--- config.mk ---
export PLATFORM = sky130hd
export DESIGN_NAME = ddr3_avl_bridge_flat
export DESIGN_NICKNAME = d
export VERILOG_FILES = /design/src/rtl/ddr3_avl_bridge_pkg.sv /design/src/rtl/ddr3_avl_bridge_if.sv /design/src/rtl/ddr3_avl_bridge.sv /design/src/flat_wrapper.sv
export SDC_FILE = /design/constraint.sdc
export NUM_CORES = 1
export LEC_CHECK = 0
export ABC_AREA = 1
export BUFFER_PORTS_ARGS = -buffer_cell sky130_fd_sc_hd__buf_2
export CAP_MARGIN = 15
export CORE_AREA = 2 2 70 138
export DETAILED_ROUTE_END_ITERATION = 10
export DIE_AREA = 0 0 72 140
export PLACE_DENSITY_LB_ADDON = 0.08
export SLEW_MARGIN = 20
export SYNTH_ARGS = -nofsm -noshare
export SYNTH_HDL_FRONTEND = slang
export SYNTH_SLANG_ARGS = --single-unit
--- constraint.sdc ---
create_clock -name clk -period 2.9 [get_ports clk]
set_clock_uncertainty 0.2 [all_clocks]
set_input_delay 0.58 -clock clk [delete_from_list [all_inputs] [get_ports clk]]
set_output_delay 0.58 -clock clk [all_outputs]
set_load 0.05 [all_outputs]
--- src/rtl/ddr3_avl_bridge_pkg.sv ---
// ---------------------------------------------------------------------------
// ddr3_avl_pkg
// Shared types and constants for the picorv32-to-DDR3 EMIF Avalon-MM bridge.
//   state_e            : bridge sequencer states
//   ERR_WORD_DEFAULT   : read data returned when the EMIF never answers
//   WIN_BYTE_W         : byte-offset width of the 8 MiB DDR window
//   WORD_ADDR_W        : EMIF word-address width
//   DROP_W / DROP_MAX  : width and saturation value of the late-data counter
//   merge_bytes()      : byte-lane merge used by read-modify-write stores
// ---------------------------------------------------------------------------
package ddr3_avl_pkg;

    typedef enum logic [2:0] {
        ST_INIT      = 3'd0,
        ST_IDLE      = 3'd1,
        ST_RD_ISSUE  = 3'd2,
        ST_RD_WAIT   = 3'd3,
        ST_RMW_ISSUE = 3'd4,
        ST_RMW_WAIT  = 3'd5,
        ST_WR_ISSUE  = 3'd6,
        ST_RESP      = 3'd7
    } state_e;

    localparam logic [31:0] ERR_WORD_DEFAULT = 32'hDEAD_BEEF;

    // 8 MiB window: 23-bit byte offset, of which bits [22:2] form the word address.
    localparam int WIN_BYTE_W  = 23;
    localparam int WORD_ADDR_W = 21;

    // Outstanding reads abandoned by a timeout; the count saturates.
    localparam int              DROP_W   = 3;
    localparam logic [DROP_W-1:0] DROP_MAX = 3'd7;

    // Per byte lane: take the store byte where its strobe is set, otherwise
    // keep the byte that was read back from memory.
    function automatic logic [31:0] merge_bytes(
        input logic [31:0] wdata,
        input logic [31:0] rdata,
        input logic [3:0]  strb
    );
        logic [31:0] merged;
        merged = rdata;
        for (int i = 0; i < 4; i++) begin
            if (strb[i]) begin
                merged[i*8 +: 8] = wdata[i*8 +: 8];
            end
        end
        return merged;
    endfunction

endpackage

--- src/rtl/ddr3_avl_bridge_if.sv ---
// ---------------------------------------------------------------------------
// ddr3_avl_bridge_if
// Bundles the picorv32 native memory bus and the EMIF Avalon-MM port that the
// bridge sits between.
//   slave  modport : the bridge's view (serves cpu requests, drives EMIF cmds)
//   master modport : the environment's view (cpu + EMIF driving the bridge)
// Signals:
//   mem_valid/mem_instr/mem_addr/mem_wdata/mem_wstrb : cpu request
//   mem_ready/mem_rdata                              : cpu completion
//   avl_address/avl_writedata/avl_read/avl_write     : EMIF command
//   avl_ready/avl_readdata/avl_readdatavalid         : EMIF response
// ---------------------------------------------------------------------------
interface ddr3_avl_bridge_if;
    import ddr3_avl_pkg::*;

    logic                   mem_valid;
    logic                   mem_instr;
    logic [31:0]            mem_addr;
    logic [31:0]            mem_wdata;
    logic [3:0]             mem_wstrb;
    logic                   mem_ready;
    logic [31:0]            mem_rdata;

    logic [WORD_ADDR_W-1:0] avl_address;
    logic [31:0]            avl_writedata;
    logic                   avl_read;
    logic                   avl_write;
    logic                   avl_ready;
    logic [31:0]            avl_readdata;
    logic                   avl_readdatavalid;

    modport slave (
        input  mem_valid, mem_instr, mem_addr, mem_wdata, mem_wstrb,
        output mem_ready, mem_rdata,
        output avl_address, avl_writedata, avl_read, avl_write,
        input  avl_ready, avl_readdata, avl_readdatavalid
    );

    modport master (
        output mem_valid, mem_instr, mem_addr, mem_wdata, mem_wstrb,
        input  mem_ready, mem_rdata,
        input  avl_address, avl_writedata, avl_read, avl_write,
        output avl_ready, avl_readdata, avl_readdatavalid
    );

endinterface

--- src/rtl/ddr3_avl_bridge.sv ---
// ---------------------------------------------------------------------------
// ddr3_avl_bridge
// Sequences picorv32 native memory requests that fall in the DDR window onto
// the DDR3 EMIF Avalon-MM port. The EMIF has no byte enables, so partial
// stores are done as read-modify-write. Requests are held off until EMIF
// calibration completes, reads that never return are timed out, and data
// that arrives after a timeout is discarded.
// Ports:
//   clk             : system clock
//   reset           : synchronous, active-high reset
//   bus             : cpu + EMIF bundle (slave modport)
//   local_init_done : EMIF calibration complete
//   timeout_err     : sticky flag, set when a read timed out
// ---------------------------------------------------------------------------
module ddr3_avl_bridge
    import ddr3_avl_pkg::*;
#(
    parameter logic [31:0] DDR_BASE       = 32'h0100_0000,
    parameter int          TIMEOUT_CYCLES = 1024,
    parameter logic [31:0] ERR_WORD       = ERR_WORD_DEFAULT
) (
    input  logic             clk,
    input  logic             reset,
    ddr3_avl_bridge_if.slave bus,
    input  logic             local_init_done,
    output logic             timeout_err
);

    // The wait counter only has to reach TIMEOUT_CYCLES-1.
    localparam int                WAIT_W    = (TIMEOUT_CYCLES > 2) ? $clog2(TIMEOUT_CYCLES) : 1;
    localparam logic [WAIT_W-1:0] WAIT_LAST = WAIT_W'(TIMEOUT_CYCLES - 1);

    localparam int                   WIN_TAG_W = 32 - WIN_BYTE_W;
    localparam logic [WIN_TAG_W-1:0] WIN_TAG   = DDR_BASE[31:WIN_BYTE_W];

    state_e                 state_reg;
    state_e                 state_next;

    logic [WORD_ADDR_W-1:0] addr_reg;
    logic [31:0]            wdata_reg;
    logic [31:0]            rdata_reg;
    logic [3:0]             strb_reg;
    logic [WAIT_W-1:0]      wait_cnt_reg;
    logic [WAIT_W-1:0]      wait_cnt_next;
    logic [DROP_W-1:0]      drop_cnt_reg;
    logic [DROP_W-1:0]      drop_cnt_next;
    logic                   timeout_err_reg;

    logic                   hit;
    logic                   in_wait;
    logic                   drop_pending;
    logic                   data_ok;
    logic                   wait_expired;

    logic                   read_cmd;
    logic                   write_cmd;
    logic                   resp_pulse;

    // Only the DDR window is ours; anything else is left for other slaves.
    assign hit = bus.mem_valid && (bus.mem_addr[31:WIN_BYTE_W] == WIN_TAG);

    assign in_wait      = (state_reg == ST_RD_WAIT) || (state_reg == ST_RMW_WAIT);
    assign drop_pending = (drop_cnt_reg != '0);

    // While abandoned reads are outstanding, the next returns belong to them.
    assign data_ok      = bus.avl_readdatavalid && !drop_pending;
    assign wait_expired = in_wait && !data_ok && (wait_cnt_reg == WAIT_LAST);

    // -----------------------------------------------------------------------
    // State register
    // -----------------------------------------------------------------------
    always_ff @(posedge clk) begin
        if (reset) begin
            state_reg <= ST_INIT;
        end else begin
            state_reg <= state_next;
        end
    end

    // -----------------------------------------------------------------------
    // Next-state logic
    // -----------------------------------------------------------------------
    always_comb begin
        state_next = state_reg;
        case (state_reg)
            ST_INIT: begin
                // Calibration loss after this point is deliberately not tracked.
                if (local_init_done) begin
                    state_next = ST_IDLE;
                end
            end
            ST_IDLE: begin
                if (hit) begin
                    if (bus.mem_wstrb == 4'h0) begin
                        state_next = ST_RD_ISSUE;
                    end else if (bus.mem_wstrb == 4'hF) begin
                        state_next = ST_WR_ISSUE;
                    end else begin
                        state_next = ST_RMW_ISSUE;
                    end
                end
            end
            ST_RD_ISSUE: begin
                if (bus.avl_ready) begin
                    state_next = ST_RD_WAIT;
                end
            end
            ST_RMW_ISSUE: begin
                if (bus.avl_ready) begin
                    state_next = ST_RMW_WAIT;
                end
            end
            ST_RD_WAIT: begin
                if (data_ok || wait_expired) begin
                    state_next = ST_RESP;
                end
            end
            ST_RMW_WAIT: begin
                // A timed-out RMW abandons the store rather than writing a
                // word merged with garbage.
                if (data_ok) begin
                    state_next = ST_WR_ISSUE;
                end else if (wait_expired) begin
                    state_next = ST_RESP;
                end
            end
            ST_WR_ISSUE: begin
                if (bus.avl_ready) begin
                    state_next = ST_RESP;
                end
            end
            ST_RESP: begin
                state_next = ST_IDLE;
            end
            default: begin
                state_next = ST_INIT;
            end
        endcase
    end

    // -----------------------------------------------------------------------
    // Output decode: commands and the completion pulse follow the state
    // directly, so read and write can never be high together.
    // -----------------------------------------------------------------------
    always_comb begin
        read_cmd   = 1'b0;
        write_cmd  = 1'b0;
        resp_pulse = 1'b0;
        case (state_reg)
            ST_RD_ISSUE,
            ST_RMW_ISSUE: read_cmd   = 1'b1;
            ST_WR_ISSUE:  write_cmd  = 1'b1;
            ST_RESP:      resp_pulse = 1'b1;
            default:      ;
        endcase
    end

    // -----------------------------------------------------------------------
    // Counters
    // -----------------------------------------------------------------------
    // Counts cycles spent in one WAIT state; any state change clears it, so
    // it always starts from zero on entry.
    assign wait_cnt_next = (in_wait && (state_next == state_reg))
                         ? wait_cnt_reg + 1'b1 : '0;

    // Late-data bookkeeping: a discarded beat and a fresh timeout can land in
    // the same cycle, so both adjustments are applied.
    always_comb begin
        drop_cnt_next = drop_cnt_reg;
        if (bus.avl_readdatavalid && drop_pending) begin
            drop_cnt_next = drop_cnt_next - 1'b1;
        end
        if (wait_expired && (drop_cnt_next != DROP_MAX)) begin
            drop_cnt_next = drop_cnt_next + 1'b1;
        end
    end

    // -----------------------------------------------------------------------
    // Datapath registers
    // -----------------------------------------------------------------------
    always_ff @(posedge clk) begin
        if (reset) begin
            addr_reg        <= '0;
            wdata_reg       <= '0;
            rdata_reg       <= '0;
            strb_reg        <= '0;
            wait_cnt_reg    <= '0;
            drop_cnt_reg    <= '0;
            timeout_err_reg <= 1'b0;
        end else begin
            wait_cnt_reg <= wait_cnt_next;
            drop_cnt_reg <= drop_cnt_next;

            if ((state_reg == ST_IDLE) && hit) begin
                addr_reg  <= bus.mem_addr[WIN_BYTE_W-1:2];
                wdata_reg <= bus.mem_wdata;
                strb_reg  <= bus.mem_wstrb;
            end

            if (state_reg == ST_RD_WAIT) begin
                if (data_ok) begin
                    rdata_reg <= bus.avl_readdata;
                end else if (wait_expired) begin
                    rdata_reg <= ERR_WORD;
                end
            end

            // The merged word replaces the store data and goes out on the write.
            if ((state_reg == ST_RMW_WAIT) && data_ok) begin
                wdata_reg <= merge_bytes(wdata_reg, bus.avl_readdata, strb_reg);
            end

            if (wait_expired) begin
                timeout_err_reg <= 1'b1;
            end
        end
    end

    assign bus.mem_ready     = resp_pulse;
    assign bus.mem_rdata     = rdata_reg;
    assign bus.avl_address   = addr_reg;
    assign bus.avl_writedata = wdata_reg;
    assign bus.avl_read      = read_cmd;
    assign bus.avl_write     = write_cmd;
    assign timeout_err       = timeout_err_reg;

    // Fetch flag and byte-offset bits play no part in the word-wide EMIF access.
    logic unused_inputs;
    assign unused_inputs = ^{bus.mem_instr, bus.mem_addr[1:0]};

endmodule

--- src/flat_wrapper.sv ---
// flat-port wrapper written by rule: the top's interface ports become plain ports
module ddr3_avl_bridge_flat import ddr3_avl_pkg::*;
#(
    parameter logic [31:0] DDR_BASE       = 32'h0100_0000,
    parameter int          TIMEOUT_CYCLES = 1024,
    parameter logic [31:0] ERR_WORD       = ERR_WORD_DEFAULT
)
  (clk, reset, local_init_done, timeout_err, bus_mem_valid, bus_mem_instr, bus_mem_addr, bus_mem_wdata, bus_mem_wstrb, bus_mem_ready, bus_mem_rdata, bus_avl_address, bus_avl_writedata, bus_avl_read, bus_avl_write, bus_avl_ready, bus_avl_readdata, bus_avl_readdatavalid);
  ddr3_avl_bridge_if bus_i ();
  input  logic clk;
  input  logic reset;
  input  logic local_init_done;
  output logic timeout_err;
  input wire logic [$bits(bus_i.mem_valid)-1:0] bus_mem_valid;
  input wire logic [$bits(bus_i.mem_instr)-1:0] bus_mem_instr;
  input wire logic [$bits(bus_i.mem_addr)-1:0] bus_mem_addr;
  input wire logic [$bits(bus_i.mem_wdata)-1:0] bus_mem_wdata;
  input wire logic [$bits(bus_i.mem_wstrb)-1:0] bus_mem_wstrb;
  output wire logic [$bits(bus_i.mem_ready)-1:0] bus_mem_ready;
  output wire logic [$bits(bus_i.mem_rdata)-1:0] bus_mem_rdata;
  output wire logic [$bits(bus_i.avl_address)-1:0] bus_avl_address;
  output wire logic [$bits(bus_i.avl_writedata)-1:0] bus_avl_writedata;
  output wire logic [$bits(bus_i.avl_read)-1:0] bus_avl_read;
  output wire logic [$bits(bus_i.avl_write)-1:0] bus_avl_write;
  input wire logic [$bits(bus_i.avl_ready)-1:0] bus_avl_ready;
  input wire logic [$bits(bus_i.avl_readdata)-1:0] bus_avl_readdata;
  input wire logic [$bits(bus_i.avl_readdatavalid)-1:0] bus_avl_readdatavalid;
  assign bus_i.mem_valid = bus_mem_valid;
  assign bus_i.mem_instr = bus_mem_instr;
  assign bus_i.mem_addr = bus_mem_addr;
  assign bus_i.mem_wdata = bus_mem_wdata;
  assign bus_i.mem_wstrb = bus_mem_wstrb;
  assign bus_mem_ready = bus_i.mem_ready;
  assign bus_mem_rdata = bus_i.mem_rdata;
  assign bus_avl_address = bus_i.avl_address;
  assign bus_avl_writedata = bus_i.avl_writedata;
  assign bus_avl_read = bus_i.avl_read;
  assign bus_avl_write = bus_i.avl_write;
  assign bus_i.avl_ready = bus_avl_ready;
  assign bus_i.avl_readdata = bus_avl_readdata;
  assign bus_i.avl_readdatavalid = bus_avl_readdatavalid;
  ddr3_avl_bridge #(.DDR_BASE(DDR_BASE), .TIMEOUT_CYCLES(TIMEOUT_CYCLES), .ERR_WORD(ERR_WORD)) u_core (.clk(clk), .reset(reset), .bus(bus_i), .local_init_done(local_init_done), .timeout_err(timeout_err));
endmodule
==> summary.md, run 1 <==
| Metric | Value |
|---|---|
| GRT Overall Usage | 24.9% |
| DIE WIDTH | 72 um |
| Top Ports | 196 |
| Critical path required time | 2.12 ns |
| Status | completed |
| FMAX | 437 MHz |
| First-pass detailed-route iteration total | 4 |
| Vias per std cell | 5.16 |
| Critical Path End Type | output port |
| Max VDD drop | 363 uV |
| CORE AREA | 9010 sq um |
| Initial antenna violation count | 0 |
| Distinct cell type count after synthesis | 35 |
| Post-CTS sizing | 0 |
| Critical path class | reg2out |
| Synth Area per Inst | 7.61 sq um |
| Placed Instances | 862 |
| Via Count | 4533 |
| Max_slew headroom | 57.9% |
| Commonest non-fill, non-tap cell in the layout | buf_2 |
| 1st-iter DRT viols | 235 |
| Hpwl dp | 9130 um |
| Post-Layout Cell Count | 878 |
| Net switching power | 783 uW |
| Routed WL per cell | 14.1 um |
| CTS tree | yes |
| Clock root cell | clkbuf_16 |
| Largest net degree at the start of global routing | 43 |
| GP Congestion | 0.867 |
| Synth top area cells | dfxtp_1 (47%), nand2_1 (9.8%), o21ai_0 (8.7%) |
| First-pass GRT wire length | 19800 um |
| Comb pwr share | 12.2% |
| Placement Cell Area | 5500 sq um |
| Worst-path clk slew | 0.07 ns |
| RSZ-0062 raised after global routing | false |
| Setup violations, final | 0 |
| Fillers | 856 |
| H-tree levels | 3 |
| Placement Rows | 49 |
| CTS Hold Bufs | 0 |
| Port-buffer cells | 192 |
| Clock sink count | 106 |
| CTS Buffer Depth | 2 |
| Startpoint Class | flop |
| Antenna cells | 0 |
| Area taken by multi-input logic gates | 2010 sq um |
| Synthesized Nets | 704 |
| Max-Cap Viols | 0 |
| Chip height | 140 um |
| Net Sw Frac | 25.9% |
| Final hold vios | 0 |
| Static Leak | 0.00280 uW |
| CP Max Fanout | 9 |
| Final ANT Viol Nets | 0 |
| Synthesized flop and latch total | 106 |
| Post-CTS Setup Inserts | 0 |
| Ys Warns | 0 |
| Register share of total power | 49.3% |
| Register area | 2120 sq um |
| Worst min path class | in2reg |
| Min cycle time layout | 2.29 ns |
| Total gr overflow | 0 |
| Cell Int Power | 2240 uW |
| Post-synth EDFFs | 0 |
| WP data arrival | 1.51 ns |
| Share of cells above drive strength 1 | 30.2% |
| Synth area leader | dfxtp_1 |
| Power per Cell Area | 523 nW/um^2 |
| Design area | 5780 sq um |
| Layout Nets | 883 |
| Post-synth top flop | dfxtp_1 |
| Die ar. | 10100 sq um |
| Most frequent cells in the layout | buf_2 (192), nand2_1 (118), dfxtp_1 (106) |
| Total wire length | 12400 um |
| Setup TNS | 0 ns |
| Asr flop ratio synth | 0% |
| Area share of the largest cell type after synthesis | 47.1% |
| Clk network pwr share | 38.5% |
| Core Util, Final | 64.1% |
| Number of global-route vias before repair | 4339 |
| Final Max Slew Viols | 0 |
| Number of CTS-inserted buffers | 9 |
| DRC viols | 0 |
| Starting Density | 50.0% |
| Gate Count Post-Synth | 592 |
| Tcrit/Tclk final | 78.8% |
| Area growth, synth to finish | 28.2% |
| Cell Area, Synth | 4500 sq um |
| Clk Latency, worst-skew pair | 0.35 ns |
| Register area share after synthesis | 47.1% |
| Worst-margin pin slew | 0.631 ns |
metal layers:
metal / GRT usage, % / routed length (um)
met1: 25.5 / 4620
met2: 46.8 / 6730
met3: 5.47 / 769
met4: 10.3 / 301
met5: 0 / 0
synthesized netlist by cell type (2+ instances only):
master and number:
o21ai_0 78, a21oi_1 37, nand2_2 2, nor2_4 3, clkbuf_1 18, xnor2_1 4
nand2_1 118, ha_1 5, xor2_1 6, o21ai_1 3, o21ai_4 4, buf_2 4
dfxtp_1 106, buf_6 5, buf_1 3, inv_1 53, nand3_2 2, a31oi_1 33
nand3_1 8, nor3_1 4, nand4_1 5, nor2_1 78
through the flow:
| stage | power (uW) | hold slack, ns | setup WS [ns] |
|---|---|---|---|
| after global placement | 1880 | 0.232 | 0.598 |
| after detailed placement | 1890 | 0.237 | 0.499 |
| after floorplan | 1760 | 0.252 | 0.464 |
| final | 3020 | 0.244 | 0.614 |
| after global routing | 3170 | 0.249 | 0.464 |
| after CTS | 3050 | 0.241 | 0.606 |
worst max-delay path, stage by stage (launching register included):
cell	delay (ns)
dfxtp_1	0.60
inv_1	0.15
nor2_1	0.14
buf_2	0.27
power by group through the flow:
stage          combinational [uW]  clock, uW  sequential, uW
2_1_floorplan                 241          0            1520
3_3_place_gp                  355          0            1520
3_5_place_dp                  370          0            1520
4_1_cts                       373       1190            1490
5_1_grt                       428       1250            1490
6_report                      369       1160            1490
cell families (layout without fill, tap and decap cells):
family | Yosys count | in the layout | share of synthesized area, %
AND/OR/NAND/NOR | 226 | 226 | 21.5
AO/OA/AOI/OAI | 159 | 159 | 19.8
flip-flops | 106 | 106 | 47.1
buffers and inverters | 86 | 270 | 8.25
XOR/XNOR | 10 | 10 | 1.94
adder cells (fa/ha/maj) | 5 | 5 | 1.39
final cells by class:
class,count,area share (%)
timing repair buffer,199,17.8
tap,102,2.21
inverter,55,3.62
clock buffer,11,4.20
clock inverter,5,0.650
multi-input combinational,400,34.8
sequential,106,36.7
path summary, 6_finish.rpt:
kind | depth (start not counted) | to | from | slack [ns]
worst max-delay path | 3 | bus_mem_ready | u_core.state_reg[2]$_SDFF_PP0_ | 0.61
worst min-delay path | 3 | u_core.bus.avl_address[19]$_SDFFE_PP0P_ | bus_mem_addr[21] | 0.24
worst max register to register | 8 | u_core.bus.mem_rdata[14]$_SDFFE_PP0P_ | u_core.drop_cnt_reg[0]$_SDFF_PP0_ | 0.69
worst min register to register | 2 | u_core.bus.mem_rdata[15]$_SDFFE_PP0P_ | u_core.bus.mem_rdata[15]$_SDFFE_PP0P_ | 0.24
Power figures use the tool's default switching activity.
==> inputs of run 2 (changes only) <==
- CORE_AREA: 2 2 70 138 -> 2 2 76 150
- DIE_AREA: 0 0 72 140 -> 0 0 78 152
- clock period: 2.9 -> 1.9 ns (I/O delays scaled with it)
==> run 2 against run 1 <==
  * Flip-flop and latch count stayed put
  * Final area is 8.0% higher
  * Clock power is 49% higher
  * Critical path depth is 2 higher
  * Highest routed layer unchanged
==> summary.md, run 2 (synthesis results as in run 1) <==
| Metric | Value |
|---|---|
| Setup TNS | 0 ns |
| Worst hold start | bus_mem_addr[5] |
| Max stage delay on crit path | 0.37 ns |
| Final hold vios | 0 |
| Vias per std cell | 4.95 |
| Routed WL per cell | 14.0 um |
| FMAX | 543 MHz |
| Min cycle time layout | 1.84 ns |
| WP data arrival | 1.26 ns |
| Max VDD drop | 542 uV |
| Port-buffer cells | 192 |
| Hpwl dp | 9630 um |
| CTS Buffer Depth | 2 |
| DRC viols | 0 |
| Startpoint Class | flop |
| Worst Setup SP | u_core.state_reg[1]$_SDFF_PP0_ |
| Layout Nets | 908 |
| Commonest non-fill, non-tap cell in the layout | buf_2 |
| Cells on worst reg2reg path | 9 |
| Share of cells above drive strength 1 | 36.0% |
| DIE WIDTH | 78 um |
| Slowest CP cell | dfxtp_4 |
| First-pass detailed-route iteration total | 4 |
| CP Cell Sequence | inv_4 -> nor2_1 -> inv_1 -> o21ai_2 -> buf_6 |
| Placement Rows | 54 |
| Top Ports | 196 |
| Area growth, synth to finish | 38.4% |
| 1st-iter DRT viols | 208 |
| Total wire length | 13200 um |
| Number of CTS-inserted buffers | 9 |
| CP bufs+invs | 3 |
| H-tree levels | 3 |
| Via Count | 4655 |
| Worst min path class | in2reg |
| Worst-path clk slew | 0.07 ns |
| Initial antenna violation count | 1 |
| Number of global-route vias before repair | 4365 |
| Top cell family by delay on the critical path | flip-flops |
| GP Congestion | 0.878 |
| Status | completed |
| Die ar. | 11900 sq um |
| Clock root cell | clkbuf_16 |
| Most frequent cells in the layout | buf_2 (189), nand2_1 (111), dfxtp_1 (99) |
| CP Max Fanout | 5 |
| GRT Overall Usage | 21.5% |
| Power per Cell Area | 774 nW/um^2 |
| Tcrit/Tclk final | 97.0% |
| Chip height | 152 um |
| Critical path required time | 1.32 ns |
| RSZ-0062 raised after global routing | true |
| Setup violations, final | 0 |
| Critical Path End Type | output port |
| CTS tree | yes |
| Max-Cap Viols | 0 |
| Core Util, Final | 57.7% |
| Largest net degree at the start of global routing | 64 |
| Static Leak | 0.00296 uW |
| Final ANT Viol Nets | 0 |
| Max_slew headroom | 76.7% |
| Worst-margin pin slew | 0.347 ns |
| Final Max Slew Viols | 0 |
| CORE AREA | 10800 sq um |
| Total gr overflow | 0 |
| Critical path class | reg2out |
| Levels on crit path | 5 |
| Clk Latency, worst-skew pair | 0.34 ns |
| Clock sink count | 106 |
| Hold depth | 3 |
| First-pass GRT wire length | 20500 um |
| Starting Density | 41.7% |
| Worst r2r src | u_core.state_reg[0]$_SDFF_PP0_ |
## run 2: through the flow
| stage | power [uW] | cell area [sq um] | hold slack (ns) | worst slack (ns) | instances |
|---|---|---|---|---|---|
| after floorplan | 2690 | 4500 | 0.252 | 0.0436 | 592 |
| after global placement | 2890 | 5680 | 0.233 | -0.0613 | 913 |
| after detailed placement | 2910 | 5680 | 0.236 | -0.103 | 913 |
| after CTS | 4710 | 6060 | 0.0518 | 0.00339 | 932 |
| after global routing | 5080 | 6230 | 0.0558 | -0.0390 | 941 |
| final | 4830 | 6230 | 0.0556 | 0.0570 | 941 |
## run 2: path summary, 6_finish.rpt
check	to	slack, ns
worst max-delay path	bus_avl_read	0.06
worst min-delay path	u_core.bus.avl_address[3]$_SDFFE_PP0P_	0.06
worst max register to register	u_core.wait_cnt_reg[4]$_SDFF_PP0_	0.08
worst min register to register	u_core.bus.mem_rdata[31]$_SDFFE_PP0P_	0.25
## run 2: metal layers
layer	part of all wire, %	routed length, um	GRT usage, %
met3	5.1	677	3.27
met1	37	4880	22.4
met4	3.0	401	9.77
met2	55	7250	41.1
met5	0	0	0
## run 2: tightest hold or removal path: cells and delay by family
family                 cells  cell delay, ns
AND/OR/NAND/NOR            2            0.11
buffers and inverters      1            0.08
## run 2: final cells by class
class                   count  area [sq um]
diodes                      1          2.50
clock buffers              11           243
clock inverters             4          28.8
fillers                  1073          4580
inverters                  55           211
multi-input cells         401          2130
flip-flops and latches    106          2140
well taps                 140           175
repair buffers            223          1310
## run 2: what timing repair did
action	CTS	global route
hold buffers	0	0
resized for setup	13	36
setup buffers	4	7
endpoints found under the setup margin	47	56
cloned	0	1
pin swaps	4	14
## run 2: power by group
| part | switching [uW] | internal, uW |
|---|---|---|
| registers | 20.0 | 2250 |
| logic | 440 | 376 |
| clock network | 816 | 919 |
